`src/rtl/zet_pic_pkg.sv`:
```
// Shared definitions for the wb_pic8259 interrupt controller.
//  - OCW command encodings written to port 0x20
//  - irq_num_t : 3-bit interrupt line number
//  - irq_onehot: converts an interrupt number to its 8-bit mask
package zet_pic_pkg;

   localparam logic [7:0] OCW_NS_EOI = 8'h20;     // non-specific EOI
   localparam logic [4:0] OCW_SEOI   = 5'b01100;  // specific EOI, low 3 bits = level
   localparam logic [7:0] OCW_RD_IRR = 8'h0A;     // select IRR for reads
   localparam logic [7:0] OCW_RD_ISR = 8'h0B;     // select ISR for reads

   typedef logic [2:0] irq_num_t;

   function automatic logic [7:0] irq_onehot(input irq_num_t n);
      return 8'b0000_0001 << n;
   endfunction

endpackage

```
`src/rtl/pic_prio_enc.sv`:
```
// Fixed-priority encoder for eight interrupt lines; bit 0 has the highest
// priority.
// Ports:
//  req   in  8  request vector
//  valid out 1  at least one request bit is set
//  idx   out 3  number of the highest-priority set bit (0 when none)
module pic_prio_enc
   import zet_pic_pkg::*;
(
   input  logic [7:0] req,
   output logic       valid,
   output irq_num_t   idx
);

   // Lowest set bit wins.
   always_comb begin
      valid = 1'b1;
      idx   = 3'd0;
      casez (req)
         8'b???????1: idx = 3'd0;
         8'b??????10: idx = 3'd1;
         8'b?????100: idx = 3'd2;
         8'b????1000: idx = 3'd3;
         8'b???10000: idx = 3'd4;
         8'b??100000: idx = 3'd5;
         8'b?1000000: idx = 3'd6;
         8'b10000000: idx = 3'd7;
         default: begin
            valid = 1'b0;
            idx   = 3'd0;
         end
      endcase
   end

endmodule

```
`src/rtl/wb_pic8259.sv`:
```
// PC-style 8-input interrupt controller, Wishbone I/O slave at ports 0x20/0x21.
// Port 0x20 (byte lane 0): OCW commands (EOI, IRR/ISR read select), reads IRR or ISR.
// Port 0x21 (byte lane 1): interrupt mask register.
// Ports:
//  wb_clk_i  in   1  clock
//  wb_rst_i  in   1  synchronous active-high reset
//  wb_dat_i  in  16  write data, [7:0]=0x20, [15:8]=0x21
//  wb_dat_o  out 16  registered read data, unselected lanes read 0
//  wb_sel_i  in   2  byte selects
//  wb_we_i   in   1  write enable
//  wb_stb_i  in   1  decoded strobe
//  wb_ack_o  out  1  single-cycle registered acknowledge
//  irq_i     in   8  rising-edge interrupt requests, IRQ0 highest priority
//  inta_i    in   1  CPU interrupt acknowledge (level)
//  intr_o    out  1  registered interrupt request to the CPU
//  vec_o     out  8  vector presented during acknowledge
// Configuration macro: PIC_AUTO_EOI_EN -- when defined, acknowledge does not
// set ISR and nesting is disabled (intr_o follows the unmasked request).
module wb_pic8259
   import zet_pic_pkg::*;
#(
   parameter logic [7:0] VEC_BASE  = 8'h08,
   parameter logic [7:0] RESET_IMR = 8'h00
)(
   input  logic        wb_clk_i,
   input  logic        wb_rst_i,
   input  logic [15:0] wb_dat_i,
   output logic [15:0] wb_dat_o,
   input  logic [1:0]  wb_sel_i,
   input  logic        wb_we_i,
   input  logic        wb_stb_i,
   output logic        wb_ack_o,
   input  logic [7:0]  irq_i,
   input  logic        inta_i,
   output logic        intr_o,
   output logic [7:0]  vec_o
);

   logic [7:0]  irr_r, isr_r, imr_r, irq_q_r;
   logic        inta_q_r, rd_isr_r;

   logic        p_valid_s, s_valid_s;
   irq_num_t    p_idx_s, s_idx_s;

   logic        acc_s, wr_cmd_s, wr_imr_s, ack_first_s;
   logic [7:0]  ack_clr_s, ack_set_s, eoi_clr_s;
   logic [7:0]  vec_nxt_s;
   logic        intr_nxt_s, rd_isr_nxt_s;
   logic [15:0] dat_nxt_s;

   pic_prio_enc u_pend_enc (
      .req   (irr_r & ~imr_r),
      .valid (p_valid_s),
      .idx   (p_idx_s)
   );

   pic_prio_enc u_serv_enc (
      .req   (isr_r),
      .valid (s_valid_s),
      .idx   (s_idx_s)
   );

   assign acc_s       = wb_stb_i & ~wb_ack_o;
   assign wr_cmd_s    = acc_s & wb_we_i & wb_sel_i[0];
   assign wr_imr_s    = acc_s & wb_we_i & wb_sel_i[1];
   assign ack_first_s = inta_i & ~inta_q_r;

   // Acknowledge decode: which IRR bit to retire, which ISR bit to set, next vector.
   always_comb begin
      ack_clr_s = 8'h00;
      ack_set_s = 8'h00;
      vec_nxt_s = vec_o;
      if (ack_first_s) begin
         if (p_valid_s) begin
            ack_clr_s = irq_onehot(p_idx_s);
`ifndef PIC_AUTO_EOI_EN
            ack_set_s = irq_onehot(p_idx_s);
`endif
            vec_nxt_s = VEC_BASE | {5'b00000, p_idx_s};
         end else begin
            vec_nxt_s = VEC_BASE | 8'h07;   // spurious acknowledge
         end
      end else begin
         vec_nxt_s = vec_o;
      end
   end

   // OCW decode on port 0x20; EOI works from the ISR value before this cycle's acknowledge.
   always_comb begin
      eoi_clr_s    = 8'h00;
      rd_isr_nxt_s = rd_isr_r;
      if (wr_cmd_s) begin
         if (wb_dat_i[7:0] == OCW_NS_EOI) begin
            eoi_clr_s = s_valid_s ? irq_onehot(s_idx_s) : 8'h00;
         end else if (wb_dat_i[7:3] == OCW_SEOI) begin
            eoi_clr_s = irq_onehot(wb_dat_i[2:0]);
         end else if (wb_dat_i[7:0] == OCW_RD_IRR) begin
            rd_isr_nxt_s = 1'b0;
         end else if (wb_dat_i[7:0] == OCW_RD_ISR) begin
            rd_isr_nxt_s = 1'b1;
         end else begin
            eoi_clr_s = 8'h00;
         end
      end else begin
         rd_isr_nxt_s = rd_isr_r;
      end
   end

   // Interrupt request: suppressed during acknowledge, nested unless auto-EOI.
   always_comb begin
      intr_nxt_s = 1'b0;
`ifdef PIC_AUTO_EOI_EN
      intr_nxt_s = ~inta_i & p_valid_s;
`else
      intr_nxt_s = ~inta_i & p_valid_s & (~s_valid_s | (p_idx_s < s_idx_s));
`endif
   end

   // Read data captured on the accepted bus cycle, held otherwise.
   always_comb begin
      dat_nxt_s = wb_dat_o;
      if (acc_s) begin
         dat_nxt_s[15:8] = wb_sel_i[1] ? imr_r : 8'h00;
         dat_nxt_s[7:0]  = wb_sel_i[0] ? (rd_isr_r ? isr_r : irr_r) : 8'h00;
      end else begin
         dat_nxt_s = wb_dat_o;
      end
   end

   // State registers; an edge on a line re-arms IRR even if it is being acknowledged.
   always_ff @(posedge wb_clk_i) begin
      if (wb_rst_i) begin
         wb_ack_o <= 1'b0;
         wb_dat_o <= 16'h0000;
         intr_o   <= 1'b0;
         vec_o    <= 8'h00;
         irr_r    <= 8'h00;
         isr_r    <= 8'h00;
         imr_r    <= RESET_IMR;
         rd_isr_r <= 1'b0;
         irq_q_r  <= irq_i;
         inta_q_r <= 1'b0;
      end else begin
         wb_ack_o <= acc_s;
         wb_dat_o <= dat_nxt_s;
         intr_o   <= intr_nxt_s;
         vec_o    <= vec_nxt_s;
         irr_r    <= (irr_r & ~ack_clr_s) | (irq_i & ~irq_q_r);
         isr_r    <= (isr_r & ~eoi_clr_s) | ack_set_s;
         imr_r    <= wr_imr_s ? wb_dat_i[15:8] : imr_r;
         rd_isr_r <= rd_isr_nxt_s;
         irq_q_r  <= irq_i;
         inta_q_r <= inta_i;
      end
   end

endmodule

```
`config.mk`:
```
export PLATFORM = sky130hd
export DESIGN_NAME = wb_pic8259
export DESIGN_NICKNAME = d
export VERILOG_FILES = /design/src/rtl/zet_pic_pkg.sv /design/src/rtl/pic_prio_enc.sv /design/src/rtl/wb_pic8259.sv
export SDC_FILE = /design/constraint.sdc
export NUM_CORES = 1
export LEC_CHECK = 0
export CAP_MARGIN = 20
export CORE_MARGIN = 4
export CORE_UTILIZATION = 45
export CTS_CLUSTER_SIZE = 20
export DETAILED_ROUTE_END_ITERATION = 8
export PLACE_DENSITY = 0.75
export SLEW_MARGIN = 20
export SYNTH_ARGS = -nofsm -noshare
export SYNTH_HDL_FRONTEND = slang
export SYNTH_SLANG_ARGS = --single-unit
```
`constraint.sdc`:
```
create_clock -name wb_clk_i -period 2.1 [get_ports wb_clk_i]
set_clock_uncertainty 0.2 [all_clocks]
set_input_delay 0.42 -clock wb_clk_i [delete_from_list [all_inputs] [get_ports wb_clk_i]]
set_output_delay 0.42 -clock wb_clk_i [all_outputs]
set_load 0.02 [all_outputs]
```
==> summary by stage <==
Logic synthesis
The main combinational cell family by area after synthesis is simple AND/OR/NAND/NOR gates. The instance count of the mapped netlist is just under 300. The mapped netlist covers around 0.0026 mm2. The count of synthesis-stage warnings from yosys is 0. In this run the mean area of a mapped cell was 8.66 um2. The number of synthesized flops with an enable pin is 0. Sorting the synthesized cells by area gives the leading types as dfxtp_1 44%, a21oi_1 7.0%, nand2_1 4.1%, nor2_1 3.7%, mux2_2 3.5%. Of the total synthesized cell area, the portion taken by AND, OR, NAND and NOR gates is 0.264. The number of storage elements in the synthesis netlist is 56.

Of the total synthesized cell area, the portion taken by full adders, half adders and majority gates is 0.00977. The commonest register cell after synthesis is dfxtp_1. The proportion of synthesized chip area in sequential cells is 0.437.

Counting flops with an async set or reset pin after synthesis yields a share of 0. The largest area contributor in the synthesized netlist is dfxtp_1. After synthesis, the share of cell area in mux cells is 0.0430.

The compound-cell area share of the yosys netlist came to 0.202. Sorting the synthesized cells by how often they occur yields 56 x dfxtp_1, 36 x a21oi_1, 28 x nand2_1. Of the post-synthesis cell area, the dominant cell type holds 0.437. dfxtp_1 is the most common cell in the netlist. The distinct cell type count after synthesis is 45. Of the total synthesized cell area, the portion taken by XOR and XNOR cells is 0.

Floorplan
In this run the horizontal extent of the chip is 83.5 um. The floorplan step defined a core boundary enclosing 0.00551 mm2. The floorplan die area is roughly 0.007 mm2. The height of the die is 83.5 um. The count of standard-cell rows is 27. For this configuration, the core starts out at a cell density of 0.465. During I/O placement, the number of pins put on the boundary was 57.

Routing
The violation count after the first detailed-routing iteration is ~110. The first detailed-routing pass took 4 iterations. The total number of vias is 2460.

The post-detailed-route wirelength per cell is 15.1 um. After detailed routing, the number of vias per cell comes to 5.29. For this run, design rule violations remaining after detail routing come to 0. Summed over all layers, the routed wires come to 7010 um. In this run the remaining antenna-violating nets after routing total 0.

Power and ir drop
The internal power of the cells is 1.65 mW. The relative contribution of sequential cells to total power is 0.496. The cell area power density is around 620 mW/mm2. The switching power share of the total is 0.280.

The switching power of the nets is 642 uW. The static leakage is 1.42 nW. The worst voltage drop across the vdd grid is 0.465 mV. Of the total power, combinational logic draws 0.237.

The share of total power dissipated in the clock network is 0.267.

Critical path
The sort of element at the end of the critical path is a flip-flop. In this run the worst path has a maximum fanout of 2. The critical setup path kind is reg -> reg. At the worst endpoint, the required time is roughly 2100 ps. The kind of launch point of the worst setup path is a flip-flop. The signal arrival time at the worst endpoint is 2120 ps.

STA
The minimum clock period is 2090 ps. The number of hold-slack violations in the final timing report came to 0. Setup repair after global routing could not meet its margin everywhere. Setup violations remaining at the end of the flow were counted as 0. The upper clock frequency limit is ~0.48 GHz. The count of pins over their slew limit is 0.

Of the available clock period, the critical path in the final layout requires 0.994.

Status
The run finished with clean final reports.

Clock tree
The clock transition at the registers of the reported paths is 100 ps. The clock latency on the worst-skew pair is 310 ps. The total clock buffers created by CTS is 5. The H-tree depth is 2.

The clock root buffer is clkbuf_8. The tree built by TritonCTS fans out to 56 sinks. The clock tree from TritonCTS is built. The clock tree buffer depth is 2.

Place
During placement, the flow inserted port buffers numbering between 50 and 60. At the end of routability-driven placement, the weighted congestion stood at 0.932. The number of placed instances, taps included, is 454. The HPWL after detailed placement is between 5000 and 6000 um.

Finish
The count of nets after finishing is 425. The count of filler cells inserted in the layout is between 400 and 500. The area added between synthesis and finish is 43.7%.

The fraction of final layout cells with drive strength greater than 1 is 0.244. The sequential cells in the finished layout cover a total of 0.00113 mm2. The post-layout utilization of the core is 0.668. The repair_antennas step left the layout with diodes totalling 0. The final cell count without fillers is 465. In the final layout, the multi-input gates occupy roughly 0.0014 mm2.

Global routing
For this run, the total global-route usage over all layers was measured as 0.200. The total grt overflow is 0. The via count of the first global-routing pass is between 2000 and 2500. The number of antenna violations at the first check in global routing is 0.

The wire length of the first global-routing pass is 11500 um. The maximum number of pins on one net before global-route repair is 30.

Min path
The min-delay analysis places its worst path in the category reg -> reg.

Job
The number of violations of the max-capacitance limit is 0.
[final timing paths]
kind	depth (start not counted)	to	slack (ps)	startpoint
worst min register to register	2	wb_dat_o[11]	260	wb_dat_o[11]
worst min-delay path	2	wb_dat_o[11]	260	wb_dat_o[11]
worst max-delay path	8	intr_o	10	isr_r[3]
worst max register to register	8	intr_o	10	isr_r[3]
[registers in the layout, summed over array words and instances, names as in the netlist]
signal and flops:
irr_r 8, wb_dat_o 16, isr_r 8, inta_q_r 1, irq_q_r 8, intr_o 1, vec_o 4, imr_r 8
wb_ack_o 1, rd_isr_r 1
[power by group through the flow]
stage,clock [mW],combinational (mW),sequential [mW]
CTS,0.632,0.511,1.14
floorplan,0,0.235,1.18
detailed placement,0,0.500,1.16
global placement,0,0.492,1.16
global route,0.684,0.588,1.14
finish,0.614,0.544,1.14
[stage by stage]
| stage | cell area [um2] | total power [mW] | setup TNS, ps | hold WS (ps) | worst slack [ps] |
|---|---|---|---|---|---|
| floorplan | 2570 | 1.41 | 0 | 248 | 71.9 |
| global placement | 3480 | 1.65 | -1220 | 243 | -275 |
| detailed placement | 3480 | 1.66 | -2080 | 247 | -387 |
| CTS | 3600 | 2.28 | 0 | 261 | 1.21 |
| global route | 3680 | 2.42 | -153 | 281 | -153 |
| finish | 3680 | 2.29 | 0 | 258 | 13.5 |
[cell usage in the layout, fill, tap and decap left out, drive strengths merged, types with 9 or more instances in the layout]
master,count
dfxtp,56
buf,54
clkdlybuf4s50,49
a21oi,36
nand2,29
nor2,25
nand3,15
nand2b,14
nor2b,14
o41ai,9
[layout make-up]
cell class                      count  area share
Clock buffer                        6      0.0224
Clock inverter                      2     0.00408
Inverter                            5     0.00510
Multi-Input combinational cell    218       0.384
Sequential cell                    56       0.306
Tap cell                           72      0.0245
Timing Repair Buffer              106       0.254
[routing by layer]
layer | vias to the layer above | share of wire | GRT usage
met5 | - | 0 | 0
met3 | 10 | 0.039 | 0.0365
met4 | 0 | 0.019 | 0.0658
met2 | 48 | 0.49 | 0.343
met1 | 1150 | 0.46 | 0.254
li1 | 1252 | - | -
[cells by family after synthesis]
family	Yosys count
flip-flops	56
adder cells (fa/ha/maj)	2
buffers and inverters	25
AO/OA/AOI/OAI	77
AND/OR/NAND/NOR	125
other	1
multiplexers	10
[critical path, cell delays in order, from the launching register on]
cell	delay [ps]
dfxtp_2	350
nor4_4	290
or2b_1	260
ha_1	320
a21oi_2	150
a21oi_2	50
nor3_2	160
o21ai_1	90
a41oi_1	150
[what timing repair did]
| item | CTS | global route |
|---|---|---|
| hold buffers | 0 | 0 |
| setup buffers | 1 | 2 |
| resized for setup | 3 | 20 |
| endpoints found under the setup margin | 3 | 7 |
| pin swaps | 2 | 9 |
No activity file was read; power rests on OpenSTA's default activity.
